<file path="src/rtl/pcie_rst_sequencer_if.sv">
// rtl/pcie_rst_sequencer_if.sv - PERST#/link-up inputs and reset/status outputs of the reset sequencer
interface pcie_rst_sequencer_if;
    logic       perst_n_in;
    logic       user_lnk_up;
    logic       core_rst;
    logic       user_rst;
    logic [2:0] rst_state;
    logic       lnk_timeout;
    logic [7:0] perst_drop_cnt;

    modport master (
        output perst_n_in,
        output user_lnk_up,
        input  core_rst,
        input  user_rst,
        input  rst_state,
        input  lnk_timeout,
        input  perst_drop_cnt
    );

    modport slave (
        input  perst_n_in,
        input  user_lnk_up,
        output core_rst,
        output user_rst,
        output rst_state,
        output lnk_timeout,
        output perst_drop_cnt
    );
endinterface

</file>
<file path="src/rtl/pcie_rst_sequencer.sv">
// rtl/pcie_rst_sequencer.sv - debounced, staged PCIe core/user reset sequencer with link-up timeout
module pcie_rst_sequencer #(
    parameter int    SYNC_STAGES               = 2,
    parameter int    DEBOUNCE_CYCLES           = 16,
    parameter int    CORE_DELAY_CYCLES         = 64,
    parameter int    LNK_TIMEOUT_CYCLES        = 4096,
    parameter string PL_SIM_FAST_LINK_TRAINING = "FALSE"
) (
    input  logic                  clk_int,
    input  logic                  sys_rst,
    pcie_rst_sequencer_if.slave   bus
);
    localparam bit FAST      = (PL_SIM_FAST_LINK_TRAINING == "TRUE");
    localparam int DEB_EFF   = FAST ? 4 : DEBOUNCE_CYCLES;
    localparam int CORE_EFF  = FAST ? 4 : CORE_DELAY_CYCLES;
    localparam int MAX_A     = (DEB_EFF > CORE_EFF) ? DEB_EFF : CORE_EFF;
    localparam int MAX_CYC   = (MAX_A > LNK_TIMEOUT_CYCLES) ? MAX_A : LNK_TIMEOUT_CYCLES;
    localparam int CNT_W     = $clog2(MAX_CYC);

    localparam logic [CNT_W-1:0] DEB_LAST  = CNT_W'(DEB_EFF - 1);
    localparam logic [CNT_W-1:0] CORE_LAST = CNT_W'(CORE_EFF - 1);
    localparam logic [CNT_W-1:0] LNK_LAST  = CNT_W'(LNK_TIMEOUT_CYCLES - 1);

    typedef enum logic [2:0] {
        ST_HOLD     = 3'd0,
        ST_DEBOUNCE = 3'd1,
        ST_CORE_REL = 3'd2,
        ST_WAIT_LNK = 3'd3,
        ST_RUN      = 3'd4
    } state_t;

    state_t                 state_q, state_d;
    logic [CNT_W-1:0]       cnt_q, cnt_d;
    logic                   core_rst_q, core_rst_d;
    logic                   user_rst_q, user_rst_d;
    logic                   lnk_timeout_q, lnk_timeout_d;
    logic [7:0]             drop_cnt_q, drop_cnt_d;
    logic [SYNC_STAGES-1:0] sync_q, sync_d;
    logic                   perst_s;

    assign perst_s = sync_q[SYNC_STAGES-1];

    always_comb begin
        sync_d        = {sync_q[SYNC_STAGES-2:0], bus.perst_n_in};
        state_d       = state_q;
        cnt_d         = cnt_q;
        core_rst_d    = core_rst_q;
        user_rst_d    = user_rst_q;
        lnk_timeout_d = 1'b0;
        drop_cnt_d    = drop_cnt_q;

        // A PERST# assertion outranks every other transition once sequencing has begun
        if (state_q != ST_HOLD && !perst_s) begin
            state_d    = ST_HOLD;
            cnt_d      = '0;
            core_rst_d = 1'b1;
            user_rst_d = 1'b1;
            if (drop_cnt_q != 8'hFF) begin
                drop_cnt_d = drop_cnt_q + 8'd1;
            end
        end else begin
            case (state_q)
                ST_HOLD: begin
                    cnt_d      = '0;
                    core_rst_d = 1'b1;
                    user_rst_d = 1'b1;
                    if (perst_s) begin
                        state_d = ST_DEBOUNCE;
                    end
                end
                ST_DEBOUNCE: begin
                    if (cnt_q == DEB_LAST) begin
                        state_d = ST_CORE_REL;
                        cnt_d   = '0;
                    end else begin
                        cnt_d = cnt_q + 1'b1;
                    end
                end
                ST_CORE_REL: begin
                    if (cnt_q == CORE_LAST) begin
                        state_d    = ST_WAIT_LNK;
                        cnt_d      = '0;
                        core_rst_d = 1'b0;
                    end else begin
                        cnt_d = cnt_q + 1'b1;
                    end
                end
                ST_WAIT_LNK: begin
                    if (bus.user_lnk_up) begin
                        state_d    = ST_RUN;
                        user_rst_d = 1'b0;
                    end else if (cnt_q == LNK_LAST) begin
                        state_d       = ST_HOLD;
                        cnt_d         = '0;
                        core_rst_d    = 1'b1;
                        lnk_timeout_d = 1'b1;
                    end else begin
                        cnt_d = cnt_q + 1'b1;
                    end
                end
                ST_RUN: begin
                    if (!bus.user_lnk_up) begin
                        state_d    = ST_WAIT_LNK;
                        cnt_d      = '0;
                        user_rst_d = 1'b1;
                    end
                end
                default: begin
                    state_d    = ST_HOLD;
                    cnt_d      = '0;
                    core_rst_d = 1'b1;
                    user_rst_d = 1'b1;
                end
            endcase
        end
    end

    always_ff @(posedge clk_int) begin
        if (sys_rst) begin
            state_q       <= ST_HOLD;
            cnt_q         <= '0;
            core_rst_q    <= 1'b1;
            user_rst_q    <= 1'b1;
            lnk_timeout_q <= 1'b0;
            drop_cnt_q    <= 8'd0;
            sync_q        <= '0;
        end else begin
            state_q       <= state_d;
            cnt_q         <= cnt_d;
            core_rst_q    <= core_rst_d;
            user_rst_q    <= user_rst_d;
            lnk_timeout_q <= lnk_timeout_d;
            drop_cnt_q    <= drop_cnt_d;
            sync_q        <= sync_d;
        end
    end

    assign bus.core_rst       = core_rst_q;
    assign bus.user_rst       = user_rst_q;
    assign bus.rst_state      = state_q;
    assign bus.lnk_timeout    = lnk_timeout_q;
    assign bus.perst_drop_cnt = drop_cnt_q;
endmodule

</file>
<file path="src/flat_wrapper.sv">
// flat-port wrapper written by rule: the top's interface ports become plain ports
module pcie_rst_sequencer_flat 
#(
    parameter int    SYNC_STAGES               = 2,
    parameter int    DEBOUNCE_CYCLES           = 16,
    parameter int    CORE_DELAY_CYCLES         = 64,
    parameter int    LNK_TIMEOUT_CYCLES        = 4096,
    parameter string PL_SIM_FAST_LINK_TRAINING = "     "
)
  (clk_int, sys_rst, bus_perst_n_in, bus_user_lnk_up, bus_core_rst, bus_user_rst, bus_rst_state, bus_lnk_timeout, bus_perst_drop_cnt);
  pcie_rst_sequencer_if bus_i ();
  input  logic clk_int;
  input  logic sys_rst;
  input wire logic [$bits(bus_i.perst_n_in)-1:0] bus_perst_n_in;
  input wire logic [$bits(bus_i.user_lnk_up)-1:0] bus_user_lnk_up;
  output wire logic [$bits(bus_i.core_rst)-1:0] bus_core_rst;
  output wire logic [$bits(bus_i.user_rst)-1:0] bus_user_rst;
  output wire logic [$bits(bus_i.rst_state)-1:0] bus_rst_state;
  output wire logic [$bits(bus_i.lnk_timeout)-1:0] bus_lnk_timeout;
  output wire logic [$bits(bus_i.perst_drop_cnt)-1:0] bus_perst_drop_cnt;
  assign bus_i.perst_n_in = bus_perst_n_in;
  assign bus_i.user_lnk_up = bus_user_lnk_up;
  assign bus_core_rst = bus_i.core_rst;
  assign bus_user_rst = bus_i.user_rst;
  assign bus_rst_state = bus_i.rst_state;
  assign bus_lnk_timeout = bus_i.lnk_timeout;
  assign bus_perst_drop_cnt = bus_i.perst_drop_cnt;
  pcie_rst_sequencer #(.SYNC_STAGES(SYNC_STAGES), .DEBOUNCE_CYCLES(DEBOUNCE_CYCLES), .CORE_DELAY_CYCLES(CORE_DELAY_CYCLES), .LNK_TIMEOUT_CYCLES(LNK_TIMEOUT_CYCLES), .PL_SIM_FAST_LINK_TRAINING(PL_SIM_FAST_LINK_TRAINING)) u_core (.clk_int(clk_int), .sys_rst(sys_rst), .bus(bus_i));
endmodule
</file>
<file path="config.mk">
export PLATFORM = sky130hd
export DESIGN_NAME = pcie_rst_sequencer_flat
export DESIGN_NICKNAME = d
export VERILOG_FILES = /design/src/rtl/pcie_rst_sequencer_if.sv /design/src/rtl/pcie_rst_sequencer.sv /design/src/flat_wrapper.sv
export SDC_FILE = /design/constraint.sdc
export NUM_CORES = 1
export LEC_CHECK = 0
export BUFFER_PORTS_ARGS = -buffer_cell sky130_fd_sc_hd__buf_2
export CORE_MARGIN = 1
export CORE_UTILIZATION = 27
export DETAILED_ROUTE_END_ITERATION = 6
export GPL_TIMING_DRIVEN = 0
export PLACE_DENSITY_LB_ADDON = 0.12
export SYNTH_ARGS = -nofsm -noshare
export SYNTH_HDL_FRONTEND = slang
export SYNTH_SLANG_ARGS = --single-unit
</file>
<file path="constraint.sdc">
create_clock -name clk_int -period 2.6 [get_ports clk_int]
set_input_delay 0 -clock clk_int [delete_from_list [all_inputs] [get_ports clk_int]]
set_output_delay 0 -clock clk_int [all_outputs]
set_load 0.02 [all_outputs]
</file>
==> results.md <==
- Final worst-path cycle share: 0.828
- Number of antenna diodes: 0
- Longest Clk Path Bufs: 2
- Syn nets: around 170
- Kind of critical path: flip-flop to flip-flop
- Initial antenna violation count: 0
- Rows: 26
- CTS Buf Count: 3
- Max-cap violations: 0
- WP data arrival: 2.31 ns
- Ys flop type: dfxtp_1
- Unrepaired setup endpoints after global routing: false
- P per Cell Area: 477 nW/um2
- Total grt overflow: 0
- Final min period: 2.15 ns
- Clock Tree Root: clkbuf_8
- Leakage: 0.613 nW
- CTS tree: yes
- #FFs+latches synth: 28
- Vias per cell: 4.74
- Die Ht: 75.4 um
- Synth async-reset ratio: 0
- Clock Latency Late Sink: 0.28 ns
- Achievable clock frequency: 0.464 GHz
- Slew margin rel.: 0.449
- Setup crit start: u_core.cnt_q[0]
- Finished Layout Cells: between 200 and 300
- Share of layout cells above drive strength 1: 0.189
- Area growth syn-to-layout: 18.2%
- Total GRT Usage: 0.127
- Pins Over Slew Limit: 0
- Vias in the first global route: 1195
- Hold_sp: sys_rst
- Port bufs: 17
- Net Sw Power: 169 uW
- Total wire length: 3320 um
- Skew final: 0.00771 ns
- Crit path required time: 2.76 ns
- Drt drc: 0
- Post-synth top area share: 0.386
- Worst setup SP type: flip-flop
- Final setup fails: 0
- DR pass1 iterations: 4
- Post-DP HPWL: 2460 um
- Hold_buf cts: 2
- Levels on crit path: 6
- Hold depth: 3
- Tot Pwr: slightly above 800 uW
- Combinational power share: 0.040
- Largest net degree at the start of global routing: 17
- Largest cells by area after synthesis: dfxtp_1, nor2_1, xor2_1
- Via count: 1232
- Switching share of power: 0.206
- Hold crit path type: input port to flip-flop
- Initial Util: 0.283
- Die W: approximately 75 um
- Cells after Synth: 167
- Reg2reg path depth: 6
- # placed instances: 254
- Mean post-synth cell area: 8.70 um2
- Sequential share of power: 0.530
- WL/cell: about 13 um
- P_int: 650 uW
- # nets final: 197
- Fin. Hold Viols: 0
- Die ar.: roughly 5700 um2
- Initial drt markers: 94
- CP max stage cell: or4_4
- Worst-Margin Slew: a little over 0.8 ns
- Outcome: finished clean
- Max VDD drop: 299 uV
- Clk pin slew, worst setup/hold paths: 0.11 ns
- Clk network pwr share: 0.430
- Worst setup EP type: flip-flop
- Post-CTS sizing: 0
- CP Max Fanout: 8
- FF-to-FF Start: u_core.cnt_q[0]
- CP top delay family: simple AND/OR/NAND/NOR gates
- Critical-path cell list: ha_1 > nand3_2 > or4_4 > nor2b_1 > o31ai_4 > nor2_1
- Routed Antenna Nets: 0
- Buffers & Inverters on Critical Path: 0
- Postcts setup bufs: 0
- Synth unique cells: 43
- Mapped Area: 1450 um2
- RD Place Congestion: 0.764
- Register area share after synthesis: 0.386
- Core Footprint: 5140 um2
- Worst path max stage delay: a little under 0.6 ns
- Largest area contributor in the netlist: dfxtp_1
- Setup TNS: 0 ns
- Synth warnings: 0
- Num Clock Sinks: 28
- EDFF count, synth: 0
- First-pass GRT wire length: around 5500 um
- H-tree depth: 1
- Top Ports: 18
## placed cells by master, fill, tap and decap left out, types with 4 or more instances in the layout
master | Yosys | final
nand3_1 | 8 | 8
nand4_1 | 7 | 7
nor2_1 | 24 | 24
o21ai_1 | 4 | 4
xor2_1 | 10 | 10
a21oi_1 | 4 | 4
nor2b_1 | 5 | 5
xnor2_1 | 7 | 7
nand2_1 | 12 | 12
dfxtp_1 | 28 | 28
buf_2 | 3 | 20
nor3_1 | 6 | 6
nor3b_1 | 4 | 4
## stage by stage
step                area (um2)   util  hold WS, ns  setup slack, ns
floorplan                 1450      -       0.0783            0.734
global placement          1630  0.316        0.218            0.501
detailed placement        1630  0.316        0.223            0.476
CTS                       1720  0.334        0.113            0.436
global route              1720  0.334        0.142            0.297
finish                    1720  0.334        0.137            0.447
## layout make-up
class                      instances  area (um2)
buffer                             6        30.0
sequential                        28         561
tap                               70        87.6
multi-input combinational        130         851
clock buffer                       3        41.3
clock inverter                     1        30.0
fill                             554        3420
inverter                           3        11.3
timing repair buffer              19         105
## worst paths after layout
kind / endpoint / slack [ns]
max: u_core.cnt_q[11] / 0.45
min: u_core.bus.user_rst / 0.14
max reg2reg: u_core.cnt_q[11] / 0.45
min reg2reg: u_core.sync_q[1] / 0.46
## registers in the layout, summed over array words and instances, names as in the netlist
register                   cells
u_core.bus.user_rst            1
u_core.cnt_q                  12
u_core.bus.lnk_timeout         1
u_core.sync_q                  2
u_core.bus.perst_drop_cnt      8
u_core.bus.core_rst            1
u_core.bus.rst_state           3
## worst register-to-register path, delay by kind of cell, from the launching register on
kind,cells,cell delay [ns]
AND/OR/NAND/NOR,4,1.05
flip-flops,1,0.41
adder cells (fa/ha/maj),1,0.21
AO/OA/AOI/OAI,1,0.37
## synthesized netlist by cell type, types with 3 or more instances
library cell,number
nor2b_1,5
mux2i_1,3
a21oi_1,4
o21ai_1,4
nand2_1,12
xor2_1,10
nand4_1,7
nor2_1,24
nor3b_1,4
and3_1,3
nand3_1,8
inv_1,3
dfxtp_1,28
nor3_1,6
xnor2_1,7
buf_2,3
## power by group through the flow
stage                     registers (mW)  clock network (mW)  logic (mW)
after floorplan                    0.445                   0      0.0183
after global placement             0.444                   0      0.0300
after detailed placement           0.444                   0      0.0304
after CTS                          0.434               0.366      0.0329
after global routing               0.434               0.373      0.0361
final                              0.434               0.352      0.0330
## metal layers
layer,GRT usage,part of all wire,vias up
met2,0.215,0.49,24
met5,0,0,-
li1,-,-,636
met4,0.0288,0.0069,0
met1,0.163,0.47,570
met3,0.0331,0.041,2
## cells by family (layout without fill, tap and decap cells)
| logic type | count (synthesis) | count (layout) | share of synthesized area |
|---|---|---|---|
| AND/OR/NAND/NOR | 86 | 86 | 0.337 |
| AO/OA/AOI/OAI | 22 | 22 | 0.109 |
| adder cells (fa/ha/maj) | 2 | 2 | 0.0172 |
| multiplexers | 3 | 3 | 0.0207 |
| XOR/XNOR | 17 | 17 | 0.102 |
| flip-flops | 28 | 28 | 0.386 |
| buffers and inverters | 9 | 32 | 0.0284 |
No activity file was read; power rests on OpenSTA's default activity.
